**src/rtl/core_pkg.sv**
```systemverilog
// Shared core definitions: opcode constants, register/opcode widths and the
// pipeline sequencer state encoding.
package core_pkg;

    localparam int REG_W = 6;
    localparam int OPC_W = 7;

    localparam logic [OPC_W-1:0] OP_LDB  = 7'h11;
    localparam logic [OPC_W-1:0] OP_LDW  = 7'h12;
    localparam logic [OPC_W-1:0] OP_STB  = 7'h13;
    localparam logic [OPC_W-1:0] OP_STW  = 7'h14;
    localparam logic [OPC_W-1:0] OP_BEQ  = 7'h30;
    localparam logic [OPC_W-1:0] OP_JUMP = 7'h31;

    typedef enum logic [1:0] {
        ST_RUN      = 2'd0,
        ST_MEM_WAIT = 2'd1,
        ST_REDIRECT = 2'd2
    } seq_state_e;

    function automatic logic is_load(input logic [OPC_W-1:0] op);
        return (op == OP_LDB) || (op == OP_LDW);
    endfunction

endpackage

```
**src/rtl/hazard_detect.sv**
```systemverilog
// Load-use comparator: flags a load in X whose destination feeds a source the
// decode-stage instruction actually reads. Register 0 never creates a hazard.
module hazard_detect
    import core_pkg::*;
(
    input  logic [OPC_W-1:0] x_opcode_i,
    input  logic [REG_W-1:0] x_dst_reg_i,
    input  logic [REG_W-1:0] d_src_reg_1_i,
    input  logic [REG_W-1:0] d_src_reg_2_i,
    input  logic             d_uses_src_2_i,
    output logic             lu_o
);

    logic src_match;

    assign src_match = (x_dst_reg_i == d_src_reg_1_i) ||
                       (d_uses_src_2_i && (x_dst_reg_i == d_src_reg_2_i));

    assign lu_o = is_load(x_opcode_i) && (x_dst_reg_i != '0) && src_match;

endmodule

```
**src/rtl/pipe_hazard_ctrl.sv**
```systemverilog
// Five-stage pipeline sequencer: per-cycle hold/bubble control for the
// inter-stage flops plus a saturating stall-cycle counter.
module pipe_hazard_ctrl
    import core_pkg::*;
#(
    parameter int REDIRECT_CYCLES = 1,
    parameter int CNT_W           = 32
) (
    input  logic             clock,
    input  logic             reset,
    input  logic [REG_W-1:0] d_src_reg_1,
    input  logic [REG_W-1:0] d_src_reg_2,
    input  logic             d_uses_src_2,
    input  logic [OPC_W-1:0] x_opcode,
    input  logic [REG_W-1:0] x_dst_reg,
    input  logic             x_redirect,
    input  logic             m_mem_req,
    input  logic             dcache_ready,
    output logic             f_hold,
    output logic             d_hold,
    output logic             f2d_flush,
    output logic             d2x_bubble,
    output logic             x_hold,
    output logic             m2w_bubble,
    output logic [1:0]       busy_state,
    output logic [CNT_W-1:0] stall_cycles
);

    localparam int              RCNT_W    = 3;
    localparam logic [RCNT_W-1:0] RC_RELOAD = RCNT_W'(REDIRECT_CYCLES - 1);

    seq_state_e       state_q, state_d;
    logic [RCNT_W-1:0] rcnt_q, rcnt_d;
    logic [CNT_W-1:0]  stall_q, stall_d;

    logic lu, mw;
    logic f_hold_c, d_hold_c, f2d_flush_c, d2x_bubble_c, x_hold_c, m2w_bubble_c;

    hazard_detect u_hazard_detect (
        .x_opcode_i     (x_opcode),
        .x_dst_reg_i    (x_dst_reg),
        .d_src_reg_1_i  (d_src_reg_1),
        .d_src_reg_2_i  (d_src_reg_2),
        .d_uses_src_2_i (d_uses_src_2),
        .lu_o           (lu)
    );

    assign mw = m_mem_req && !dcache_ready;

    always_comb begin
        f_hold_c     = 1'b0;
        d_hold_c     = 1'b0;
        f2d_flush_c  = 1'b0;
        d2x_bubble_c = 1'b0;
        x_hold_c     = 1'b0;
        m2w_bubble_c = 1'b0;
        state_d      = state_q;
        rcnt_d       = rcnt_q;

        if (mw) begin
            // A held branch in X re-presents itself, so x_redirect is dropped here.
            f_hold_c     = 1'b1;
            d_hold_c     = 1'b1;
            x_hold_c     = 1'b1;
            m2w_bubble_c = 1'b1;
            state_d      = ST_MEM_WAIT;
        end else if (x_redirect) begin
            f2d_flush_c  = 1'b1;
            d2x_bubble_c = 1'b1;
            if (REDIRECT_CYCLES > 1) begin
                state_d = ST_REDIRECT;
                rcnt_d  = RC_RELOAD;
            end else begin
                state_d = ST_RUN;
            end
        end else if (state_q == ST_REDIRECT) begin
            f2d_flush_c  = 1'b1;
            d2x_bubble_c = 1'b1;
            rcnt_d       = rcnt_q - RCNT_W'(1);
            state_d      = (rcnt_q <= RCNT_W'(1)) ? ST_RUN : ST_REDIRECT;
        end else begin
            // RUN, or MEM_WAIT on its completing cycle: ordinary load-use rules.
            if (lu) begin
                f_hold_c     = 1'b1;
                d_hold_c     = 1'b1;
                d2x_bubble_c = 1'b1;
            end
            state_d = ST_RUN;
        end
    end

    always_comb begin
        stall_d = stall_q;
        if ((f_hold_c || x_hold_c) && (stall_q != {CNT_W{1'b1}})) begin
            stall_d = stall_q + CNT_W'(1);
        end
    end

    always_ff @(posedge clock or posedge reset) begin
        if (reset) begin
            state_q <= ST_RUN;
            rcnt_q  <= '0;
            stall_q <= '0;
        end else begin
            state_q <= state_d;
            rcnt_q  <= rcnt_d;
            stall_q <= stall_d;
        end
    end

    // Every output reads 0 while reset is held, even with hazards on the inputs.
    assign f_hold       = f_hold_c     && !reset;
    assign d_hold       = d_hold_c     && !reset;
    assign f2d_flush    = f2d_flush_c  && !reset;
    assign d2x_bubble   = d2x_bubble_c && !reset;
    assign x_hold       = x_hold_c     && !reset;
    assign m2w_bubble   = m2w_bubble_c && !reset;
    assign busy_state   = state_q;
    assign stall_cycles = stall_q;

endmodule

```
**config.mk**
```make
export PLATFORM = sky130hd
export DESIGN_NAME = pipe_hazard_ctrl
export DESIGN_NICKNAME = d
export VERILOG_FILES = /design/src/rtl/core_pkg.sv /design/src/rtl/hazard_detect.sv /design/src/rtl/pipe_hazard_ctrl.sv
export SDC_FILE = /design/constraint.sdc
export NUM_CORES = 1
export LEC_CHECK = 0
export BUFFER_PORTS_ARGS = -buffer_cell sky130_fd_sc_hd__buf_2
export CAP_MARGIN = 20
export CORE_ASPECT_RATIO = 0.9
export CORE_MARGIN = 8
export CORE_UTILIZATION = 56
export CTS_BUF_LIST = sky130_fd_sc_hd__clkbuf_8
export DETAILED_ROUTE_END_ITERATION = 12
export PLACE_DENSITY = 0.87
export SYNTH_ARGS = -nofsm -noshare
export SYNTH_HDL_FRONTEND = slang
export SYNTH_SLANG_ARGS = --single-unit
```
**constraint.sdc**
```tcl
create_clock -name clock -period 3.09 [get_ports clock]
set_input_delay 0.309 -clock clock [delete_from_list [all_inputs] [get_ports clock]]
set_output_delay 0.309 -clock clock [all_outputs]
set_load 0.005 [all_outputs]
```
==> impl_results.md, run 1 <==
- Post-Synthesis Net Count: between 200 and 250
- Slew margin rel.: 0.5374
- Actual transition at the worst max-transition pin: ~690 ps
- Placement row count: 21
- Ordered list of cells on the worst path: ha_1 -> nand4_1 -> nor4_1 -> nand2_1 -> or3_1 -> nand2_2 -> mux2_4
- Detailed-route wire length: 4894 um
- Clock input transition at the sequential cells of the worst setup and hold paths: about 70 ps
- Antenna violations before repair: 0
- Stage delay of the slowest cell on the critical path: 630 ps
- Count of buffers inserted at the top-level ports: 70
- Number of warnings printed during yosys synthesis: 0
- Worst setup margin: 509.2 ps
- Distinct cells, synth: 38
- Layout cell share with drive strength beyond 1: 0.3559
- CP Data Required Time: ~3300 ps
- Sequential cell area: 925.9 um^2
- Vertical extent of the die: 74.91 um
- Count of cells resized by post-cts repair: 0
- Total number of vias: 1771
- Largest vdd supply drop: ~0.35 mV
- Antenna cell count: 0
- Average cell area after synthesis: 10.38 um^2
- Simple-gate area share of the yosys netlist: 0.2932
- Clock tree from TritonCTS: built
- Fin nets: around 310
- Via count normalized by instance count: 5.416
- Remaining antenna violation count after routing: 0
- Multi-input logic area: 1121 um^2
- Mux contribution to synthesized area: 0.006952
- Maximum root-to-sink buffer count: 2
- Setup TNS: 0 ps
- Vias in the first global route: 1689
- Initial DRT Pass Iterations: 4
- IO Pins: 71
- Insertion delay to the later sink of the worst-skew pair: just under 300 ps
- Full die area: 6102 um^2
- Clock root buffer: sky130_fd_sc_hd__clkbuf_8
- Area fraction in compound gates after synthesis: 0.01506
- Sink Count: 37
- Final period util: 0.8352
- Setup repair after global routing missed its margin: no
- Adder-Cell Fraction of Synth Area: 0.01738
- Final number of hold-violating endpoints: 0
- Core footprint: ~3700 um^2
- Cell area power density: 442.1 nW/um^2
- H-tree levels: 2
- Post-synthesis to final-layout area growth: 21.26%
- Timing-limited maximum frequency: roughly 0.39 GHz
- #FFs+latches synth: 37
- DP Wirelength: 3699 um
- Most common library cell in the layout ignoring fill and taps: sky130_fd_sc_hd__buf_2
- Post-synth EDFFs: 0
- Status: finished, final reports clean
- Kind of path behind the tightest hold check: in2reg
- Weighted congestion at the end of routability-driven global placement: around 0.8
- Critical path data arrival time: 2760 ps
- Slowest cell on the critical path: sky130_fd_sc_hd__or3_1
- Number of instances in the synthesized netlist: 208
- Inserted Clock Buffers: 5
- Part of the Yosys area used for sequential elements: 0.4287
- WS Path Type: reg2reg
- Remaining design rule violation count: 0
- Min Clock Period, post-route: 2581 ps
- Worst-path maximum fanout: 19
- Total standard cell area after synthesis: ~2200 um^2
- Share of synthesized registers carrying an async set or reset: 1.000
- Most used cells in the layout excluding fill and tap cells: 70 x sky130_fd_sc_hd__buf_2, 42 x sky130_fd_sc_hd__xnor2_1, 37 x sky130_fd_sc_hd__dfrtp_1
- Setup-violating endpoint count in the final report: 0
- Maximum clock skew at final layout: around 4.5 ps
- # Max-Cap Violations: 0
- Effective utilization at floorplan: 0.5829
- GRT Overall Usage: 0.1636
- Pin count of the biggest net entering global routing: 34
- Pre-CTS setup slack: between 500 and 600 ps
- Filler Cells Inserted: 271
- Critical path endpoint category: register
- Wire length of the first global-routing pass: 7728 um
- Critical path buffer and inverter count: 0
- Family with the most delay on the worst path: simple AND/OR/NAND/NOR gates
- Wire per inst: between 10 and 15 um
- Crit start category: register
- Count of routing violations after the opening detailed-route iteration: 75
- Die width: 81.46 um
- Combinational family with the most area after synthesis: simple AND/OR/NAND/NOR gates
- Leak: 0.001240 uW
- XOR/XNOR Fraction of Synth Area: 0.1866
- Total congestion overflow after global routing: 0
- Max-slew violations: 0
- Top flip-flop cell by instance count after synthesis: sky130_fd_sc_hd__dfrtp_1
-- cells in the mapped netlist, drive strengths merged, types with 2 or more instances --
cell	count	share of area
and2	3	0.0087
ha	3	0.017
nor2	14	0.024
nand3	17	0.058
nor2b	2	0.0058
inv	8	0.014
xor2	4	0.016
and4	4	0.016
xnor2	42	0.17
buf	8	0.036
nor4	3	0.012
or3	3	0.011
and4bb	3	0.017
nand2	15	0.027
dfrtp	37	0.43
and3	5	0.014
nand4b	2	0.0081
nand4	20	0.061
nor3	4	0.014
-- flip-flops by register name, indices dropped and copies added (netlist names) --
name and cells:
stall_cycles 32, rcnt_q 3, busy_state 2
-- where the power goes --
part	leakage [uW]	total (uW)	internal (uW)	switching, uW
Combinational	0.000685	215	109	106
Sequential	0.000501	571	525	46.2
Clock	0.0000542	371	201	169
Total	0.00124	1160	836	322
-- cells by family after synthesis --
logic type	after synthesis
adder cells (fa/ha/maj)	3
AND/OR/NAND/NOR	99
XOR/XNOR	46
AO/OA/AOI/OAI	5
flip-flops	37
multiplexers	1
buffers and inverters	17
-- per-layer routing --
layer / vias up / track usage / share of wire
li1: 870 / - / -
met1: 852 / 0.1935 / 0.42
met2: 40 / 0.2745 / 0.51
met3: 9 / 0.03819 / 0.055
met4: 0 / 0.07723 / 0.019
met5: - / 0 / 0
-- repair_timing --
action,4_1_cts,5_1_grt
hold buffers,1,0
buffers inserted,0,0
hold endpoints to repair,4,0
-- per-stage QoR --
step / cell area (um^2) / hold slack (ps) / utilization / total power (uW) / cells
2_1_floorplan: 2160 / 421.9 / - / 708.3 / 208
6_report: 2619 / 242.2 / 0.7069 / 1158 / 327
5_1_grt: 2619 / 245.2 / 0.7069 / 1213 / 327
3_3_place_gp: 2507 / 247.5 / 0.6768 / 792.6 / 318
4_1_cts: 2619 / 228.5 / 0.7069 / 1171 / 327
3_5_place_dp: 2507 / 250.9 / 0.6768 / 797.2 / 318
-- worst paths after layout --
kind / cells past startpoint / endpoint / from / slack (ps)
worst max-delay path: 7 / stall_cycles[1] / stall_cycles[0] / 510
worst min-delay path: 2 / busy_state[0] / dcache_ready / 240
worst max register to register: 7 / stall_cycles[1] / stall_cycles[0] / 510
worst min register to register: 1 / rcnt_q[2] / rcnt_q[2] / 480
max in group asynchronous: 4 / stall_cycles[5] / reset / 1930
min in group asynchronous: 3 / busy_state[0] / reset / 490
-- final cells by class --
cell class,count,share of cell area
multi-input cells,154,0.4281
flip-flops and latches,37,0.3536
repair buffers,74,0.1462
clock buffers,7,0.03679
well taps,46,0.02198
inverters,8,0.01147
clock inverters,1,0.001911
(Power assumes the default switching activity.)
==> inputs of run 2 (changes only) <==
CORE_UTILIZATION = 47   (was 56)
PLACE_DENSITY = 0.78   (was 0.87)
clock period = 2.1 ns   (was 3.09 ns; I/O delays follow)
==> impl_results.md, run 2 (synthesis results as in run 1) <==
- Cell area power density: 598.5 nW/um^2 (+35%)
- Pin count of the biggest net entering global routing: 38 (+12%)
- Clock input transition at the sequential cells of the worst setup and hold paths: 70 ps (about the same)
- Clock root buffer: sky130_fd_sc_hd__clkbuf_8
- Worst-path maximum fanout: 18 (-1)
- Post-synthesis to final-layout area growth: 33.31%
- Antenna cell count: 0 (unchanged)
- Power after layout: 1723 uW (+49%)
- Total congestion overflow after global routing: 0 (unchanged)
- Timing-limited maximum frequency: 0.4663 GHz (+20%)
- H-tree levels: 2 (unchanged)
- Setup-violating endpoint count in the final report: 7 (+7)
- Maximum root-to-sink buffer count: 2 (unchanged)
- Wire length of the first global-routing pass: 9025 um (+17%)
- Die width: 87.45 um (+7.4%)
- Core footprint: 4432 um^2 (+20%)
- IO Pins: 71 (unchanged)
- Setup repair after global routing missed its margin: yes
- Fin Hold WS: 98.25 ps (-144.0 ps)
- Number of flip-flops under the largest register name: 32 (unchanged)
- Placement row count: 23 (+9.5%)
- Full die area: 7023 um^2 (+15%)
- Layout cell share with drive strength beyond 1: 0.4118 (+0.05589)
- Detailed-route wire length: 5514 um (+13%)
- Final period util: 1.021 (+0.1861)
- Effective utilization at floorplan: 0.4873 (-0.09562)
- Violations in the final reports: setup timing
- Via count normalized by instance count: 5.147 (-5.0%)
- Largest vdd supply drop: 0.5667 mV (+61%)
- Sink Count: 37 (unchanged)
- Worst setup margin: -44.66 ps (-553.8 ps)
- Max-slew violations: 0 (unchanged)
- Most common library cell in the layout ignoring fill and taps: sky130_fd_sc_hd__buf_2
- Count of routing violations after the opening detailed-route iteration: 120 (+60%)
- Insertion delay to the later sink of the worst-skew pair: 280 ps (about the same)
- Remaining design rule violation count: 0 (unchanged)
- Vias in the first global route: 1947 (+15%)
- Antenna violations before repair: 0 (unchanged)
- Wire per inst: 14.98 um (+0.12%)
- Leak: 0.001396 uW (+13%)
- Fin nets: 339 (+8.0%)
- Actual transition at the worst max-transition pin: 461.0 ps (-232.9 ps)
- DP Wirelength: 4188 um (+13%)
- Final Util: 0.6496 (-0.05722)
- Inserted Clock Buffers: 5 (unchanged)
- Slew margin rel.: 0.6927 (+0.1553)
- Kind of path behind the tightest hold check: in2async
- Remaining antenna violation count after routing: 0 (unchanged)
- Total number of vias: 1894 (+6.9%)
- # Max-Cap Violations: 0 (unchanged)
- Vertical extent of the die: 80.31 um (+7.2%)
- Min Clock Period, post-route: 2145 ps (-436.2 ps)
- Clock tree from TritonCTS: built
- Most used cells in the layout excluding fill and tap cells: 70 x sky130_fd_sc_hd__buf_2, 42 x sky130_fd_sc_hd__xnor2_1, 37 x sky130_fd_sc_hd__dfrtp_1
- CP Data Required Time: 2290 ps (-980 ps)
- Count of buffers inserted at the top-level ports: 70 (unchanged)
- Critical path data arrival time: 2340 ps (-420 ps)
- Setup TNS: -124.3 ps (-124.3 ps)
- Final number of hold-violating endpoints: 0 (unchanged)
- Weighted congestion at the end of routability-driven global placement: 0.8162 (+0.77%)
- GRT Overall Usage: 0.1623 (-0.001361)
- Critical path endpoint category: register
- Initial DRT Pass Iterations: 4 (unchanged)
- Status: complete, but fails checks
- Crit start category: register
- WS Path Type: reg2reg
- Maximum clock skew at final layout: 8.815 ps (+4.320 ps)
-- run 2: cell count changes in the layout (fill, tap and decap cells not counted), sizes merged --
cell	previous run	this run
clkbuf	7	6
dlygate4sd3	1	0
buf	73	98
inv	8	11
clkinv	1	0
-- run 2: worst paths after layout --
kind | from | endpoint | slack [ps] | cells after the start
min in group clock | dcache_ready | busy_state[0] | 150 | 2
min reg2reg | rcnt_q[2] | rcnt_q[2] | 480 | 1
max in group asynchronous | reset | stall_cycles[21] | 1680 | 3
max | stall_cycles[1] | stall_cycles[12] | -40 | 8
min | reset | stall_cycles[12] | 100 | 3
max reg2reg | stall_cycles[1] | stall_cycles[12] | -40 | 8
-- run 2: area by class of cell --
class,instances,area [um^2]
multi-input cells,154,1142
well taps,62,77.57
flip-flops and latches,37,925.9
inverters,8,30.03
clock inverters,3,11.26
fillers,375,1553
clock buffers,5,68.82
repair buffers,99,623.1
-- run 2: layer usage --
layer / up-vias / global-route usage / routed length, um
li1: 920 / - / -
met1: 925 / 0.1911 / 2392
met2: 43 / 0.2890 / 2807
met3: 6 / 0.03772 / 268
met4: 0 / 0.04117 / 46
met5: - / 0 / 0
-- run 2: power by group --
part | internal (uW) | switching, uW
logic | 241 | 208
clock network | 221 | 233
registers | 773 | 47.6
total | 1240 | 488
-- run 2: what timing repair did --
item | in CTS | in global routing
gates cloned | 0 | 1
pin swaps | 0 | 3
setup endpoints to repair | 25 | 19
resized for setup | 2 | 5
buffers inserted | 0 | 5
hold buffers | 0 | 0
-- run 2: worst max-delay path: stages, from the launching register on --
cell and delay [ps]:
sky130_fd_sc_hd__dfrtp_1 390, sky130_fd_sc_hd__ha_1 180, sky130_fd_sc_hd__nand4_1 170, sky130_fd_sc_hd__nor4_2 380, sky130_fd_sc_hd__nand2_1 80, sky130_fd_sc_hd__or3_4 400
sky130_fd_sc_hd__buf_12 180, sky130_fd_sc_hd__nand4_1 120, sky130_fd_sc_hd__xnor2_1 150
-- run 2: metrics by stage --
step                std cells  cell area [um^2]  setup WS, ps
CTS                       362              2794         14.75
finish                    368              2879        -44.66
floorplan                 208              2160         121.3
detailed placement        354              2703        -142.8
global route              368              2879        -184.7
global placement          354              2703        -118.0
==> inputs of run 3 (changes only) <==
TNS_END_PERCENT = 10   (was unset)
==> impl_results.md, run 3 (synthesis results as in run 1) <==
- Highest signal layer in the routed design: met4
- Post-placement cell area: 2703 um^2 (unchanged)
- Setup repair after global routing missed its margin: yes
- Number of flip-flops under the largest register name: 32 (unchanged)
- Insertion delay to the later sink of the worst-skew pair: 280 ps (about the same)
- Quantity of hold-fixing buffers added after cts: 0 (unchanged)
- # Max-Cap Violations: 0 (unchanged)
- Min Clock Period, post-route: 2109 ps (-35.90 ps)
- Ordered list of cells on the worst path: ha_1 -> nand4_1 -> nor4_2 -> nand2_1 -> or3_4 -> buf_12 -> nand4_1 -> xnor2_1
- H-tree levels: 2 (unchanged)
- WS Path Type: reg2reg
- Remaining antenna violation count after routing: 0 (unchanged)
- Count of buffers inserted at the top-level ports: 70 (unchanged)
- Violations in the final reports: setup timing
- Actual transition at the worst max-transition pin: 460.7 ps (-0.2720 ps)
- Setup-violating endpoint count in the final report: 1 (-6)
- GRT Overall Usage: 0.1623 (unchanged)
- Via count normalized by instance count: 5.145 (about the same)
- Initial DRT Pass Iterations: 5 (+1)
- Count of routing violations after the opening detailed-route iteration: 97 (-19%)
- Pin count of the biggest net entering global routing: 38 (unchanged)
- Clock tree from TritonCTS: built
- Setup slack of the worst register-to-register path: -9 ps (+40 ps)
- Cell area power density: 600.1 nW/um^2 (+0.26%)
- Detailed-route wire length: 5393 um (-2.2%)
- Kind of path behind the tightest hold check: in2async
- Critical path buffer and inverter count: 1 (unchanged)
- Status: complete, but fails checks
- Cell mode on critical path: sky130_fd_sc_hd__nand4_1
- Clock root buffer: sky130_fd_sc_hd__clkbuf_8
- Wire length of the first global-routing pass: 9025 um (unchanged)
- Layout cell share with drive strength beyond 1: 0.4059 (-0.005824)
- Stage delay of the slowest cell on the critical path: 400 ps (about the same)
- Final period util: 1.004 (-0.01710)
- Power after layout: 1700 uW (-1.4%)
- Sw frac: 0.2833 (about the same)
- Clock input transition at the sequential cells of the worst setup and hold paths: 70 ps (about the same)
- IO Pins: 71 (unchanged)
- Most common library cell in the layout ignoring fill and taps: sky130_fd_sc_hd__buf_2
- Wire per inst: 14.78 um (-1.4%)
- Slew margin rel.: 0.6929 (about the same)
- Routed length on met1: 2310 um (-3.4%)
- Crit start category: register
- Internal portion of total power: 1218 uW (-1.4%)
- Inserted Clock Buffers: 5 (unchanged)
- Worst R2R End: stall_cycles[12]
- CP Data Required Time: 2290 ps (about the same)
- Power dissipated by switching net loads: 481.6 uW (-1.3%)
- Antenna violations before repair: 0 (unchanged)
- Maximum clock skew at final layout: 8.583 ps (-0.2321 ps)
- Total number of vias: 1878 (-0.84%)
- Final design area excluding fillers: 2833 um^2 (-1.6%)
- Fin nets: 336 (-0.88%)
- Worst R2R Start: stall_cycles[1]
- Core footprint: 4432 um^2 (unchanged)
- Clock share of power: 0.267 (+0.004)
- Maximum root-to-sink buffer count: 2 (unchanged)
- Family with the most delay on the worst path: simple AND/OR/NAND/NOR gates
- Critical path data arrival time: 2300 ps (-40 ps)
- Filler Cells Inserted: 382 (+1.9%)
- Fin Hold WS: 97.19 ps (-1.062 ps)
- Full die area: 7023 um^2 (unchanged)
- Worst setup margin: -8.762 ps (+35.90 ps)
- Timing-limited maximum frequency: 0.4742 GHz (+1.7%)
- Seq pwr share: 0.483 (+0.007)
- Total congestion overflow after global routing: 0 (unchanged)
- Worst r2r path cells: 8 (unchanged)
- Vertical extent of the die: 80.31 um (unchanged)
- Vias in the first global route: 1947 (unchanged)
- Sink Count: 37 (unchanged)
- Critical path endpoint category: register
- Antenna cell count: 0 (unchanged)
- Placement row count: 23 (unchanged)
- Max-slew violations: 0 (unchanged)
- Final number of hold-violating endpoints: 0 (unchanged)
- Worst-path maximum fanout: 18 (unchanged)
- Largest vdd supply drop: 0.5649 mV (-0.31%)
- Final cell count without fillers: 365 (-0.82%)
- Remaining design rule violation count: 0 (unchanged)
- Weighted congestion at the end of routability-driven global placement: 0.8162 (unchanged)
- Total met2 wirelength after detailed routing: 2757 um (-1.8%)
- Most used cells in the layout excluding fill and tap cells: 70 x sky130_fd_sc_hd__buf_2, 42 x sky130_fd_sc_hd__xnor2_1, 37 x sky130_fd_sc_hd__dfrtp_1
- Leak: 0.001371 uW (-1.8%)
- Die width: 87.45 um (unchanged)
- Post-synthesis to final-layout area growth: 31.17%
- Number of placed instances, taps included: 354 (unchanged)
- Effective utilization at floorplan: 0.4873 (unchanged)
- DP Wirelength: 4188 um (unchanged)
- Combinational Power Share: 0.250 (-0.011)
- Slowest cell on the critical path: sky130_fd_sc_hd__or3_4
- Routed wl met3: 285 um (+6.3%)
[run 3: cell types whose count changed in the layout (fill, tap and decap cells not counted)]
cell,change
sky130_fd_sc_hd__nor3_4,-1
sky130_fd_sc_hd__buf_4,-2
sky130_fd_sc_hd__clkbuf_16,-1
sky130_fd_sc_hd__nor3_2,+1
[run 3: cell type report]
type | instances | area (um^2) | share of cell area
Clock buffer | 5 | 68.82 | 0.02429
Tap cell | 62 | 77.57 | 0.02739
Clock inverter | 3 | 11.26 | 0.003975
Timing Repair Buffer | 96 | 583.1 | 0.2058
Inverter | 8 | 30.03 | 0.01060
Sequential cell | 37 | 925.9 | 0.3269
Multi-Input combinational cell | 154 | 1136 | 0.4011
[run 3: power by group through the flow]
| stage | Clock [uW] | Sequential [uW] | Combinational, uW |
|---|---|---|---|
| after floorplan | 0 | 851 | 192 |
| after global placement | 0 | 829 | 403 |
| after detailed placement | 0 | 833 | 414 |
| after CTS | 467 | 822 | 416 |
| after global routing | 497 | 830 | 480 |
| final | 453 | 821 | 425 |
[run 3: tightest hold or removal path, cell delays in order]
cell                    delay (ps)
sky130_fd_sc_hd__buf_2         110
sky130_fd_sc_hd__inv_1          80
sky130_fd_sc_hd__buf_4         420
[run 3: per-stage QoR]
step                  util  setup TNS [ps]  setup slack, ps
global route        0.6392           -1483           -112.8
detailed placement  0.6098           -1415           -142.8
global placement    0.6098           -1862           -118.0
finish              0.6392          -8.762           -8.762
CTS                 0.6304               0            14.75
floorplan                -               0            121.3
[run 3: how the worst max path moves through the flow]
stage                       end  cells past startpoint  slack [ps]            start
2_1_floorplan            f_hold                      8         120     x_dst_reg[2]
3_3_place_gp   stall_cycles[12]                      8        -120  stall_cycles[1]
3_5_place_dp   stall_cycles[12]                      8        -140  stall_cycles[1]
4_1_cts                  f_hold                      8          10     x_dst_reg[2]
5_1_grt        stall_cycles[12]                      8        -110  stall_cycles[1]
6_report       stall_cycles[12]                      8          -9  stall_cycles[1]
[run 3: metal layers]
layer	global-route usage	vias up
met1	0.1911	910
met5	0	-
met2	0.2890	46
met3	0.03772	6
li1	-	916
met4	0.04117	0
[run 3: timing repair]
item,4_1_cts,5_1_grt
buffers inserted,0,3
pin swaps,0,1
resized for setup,2,4
hold endpoints to repair,0,0
gates cloned,0,0
endpoints found under the setup margin,25,19
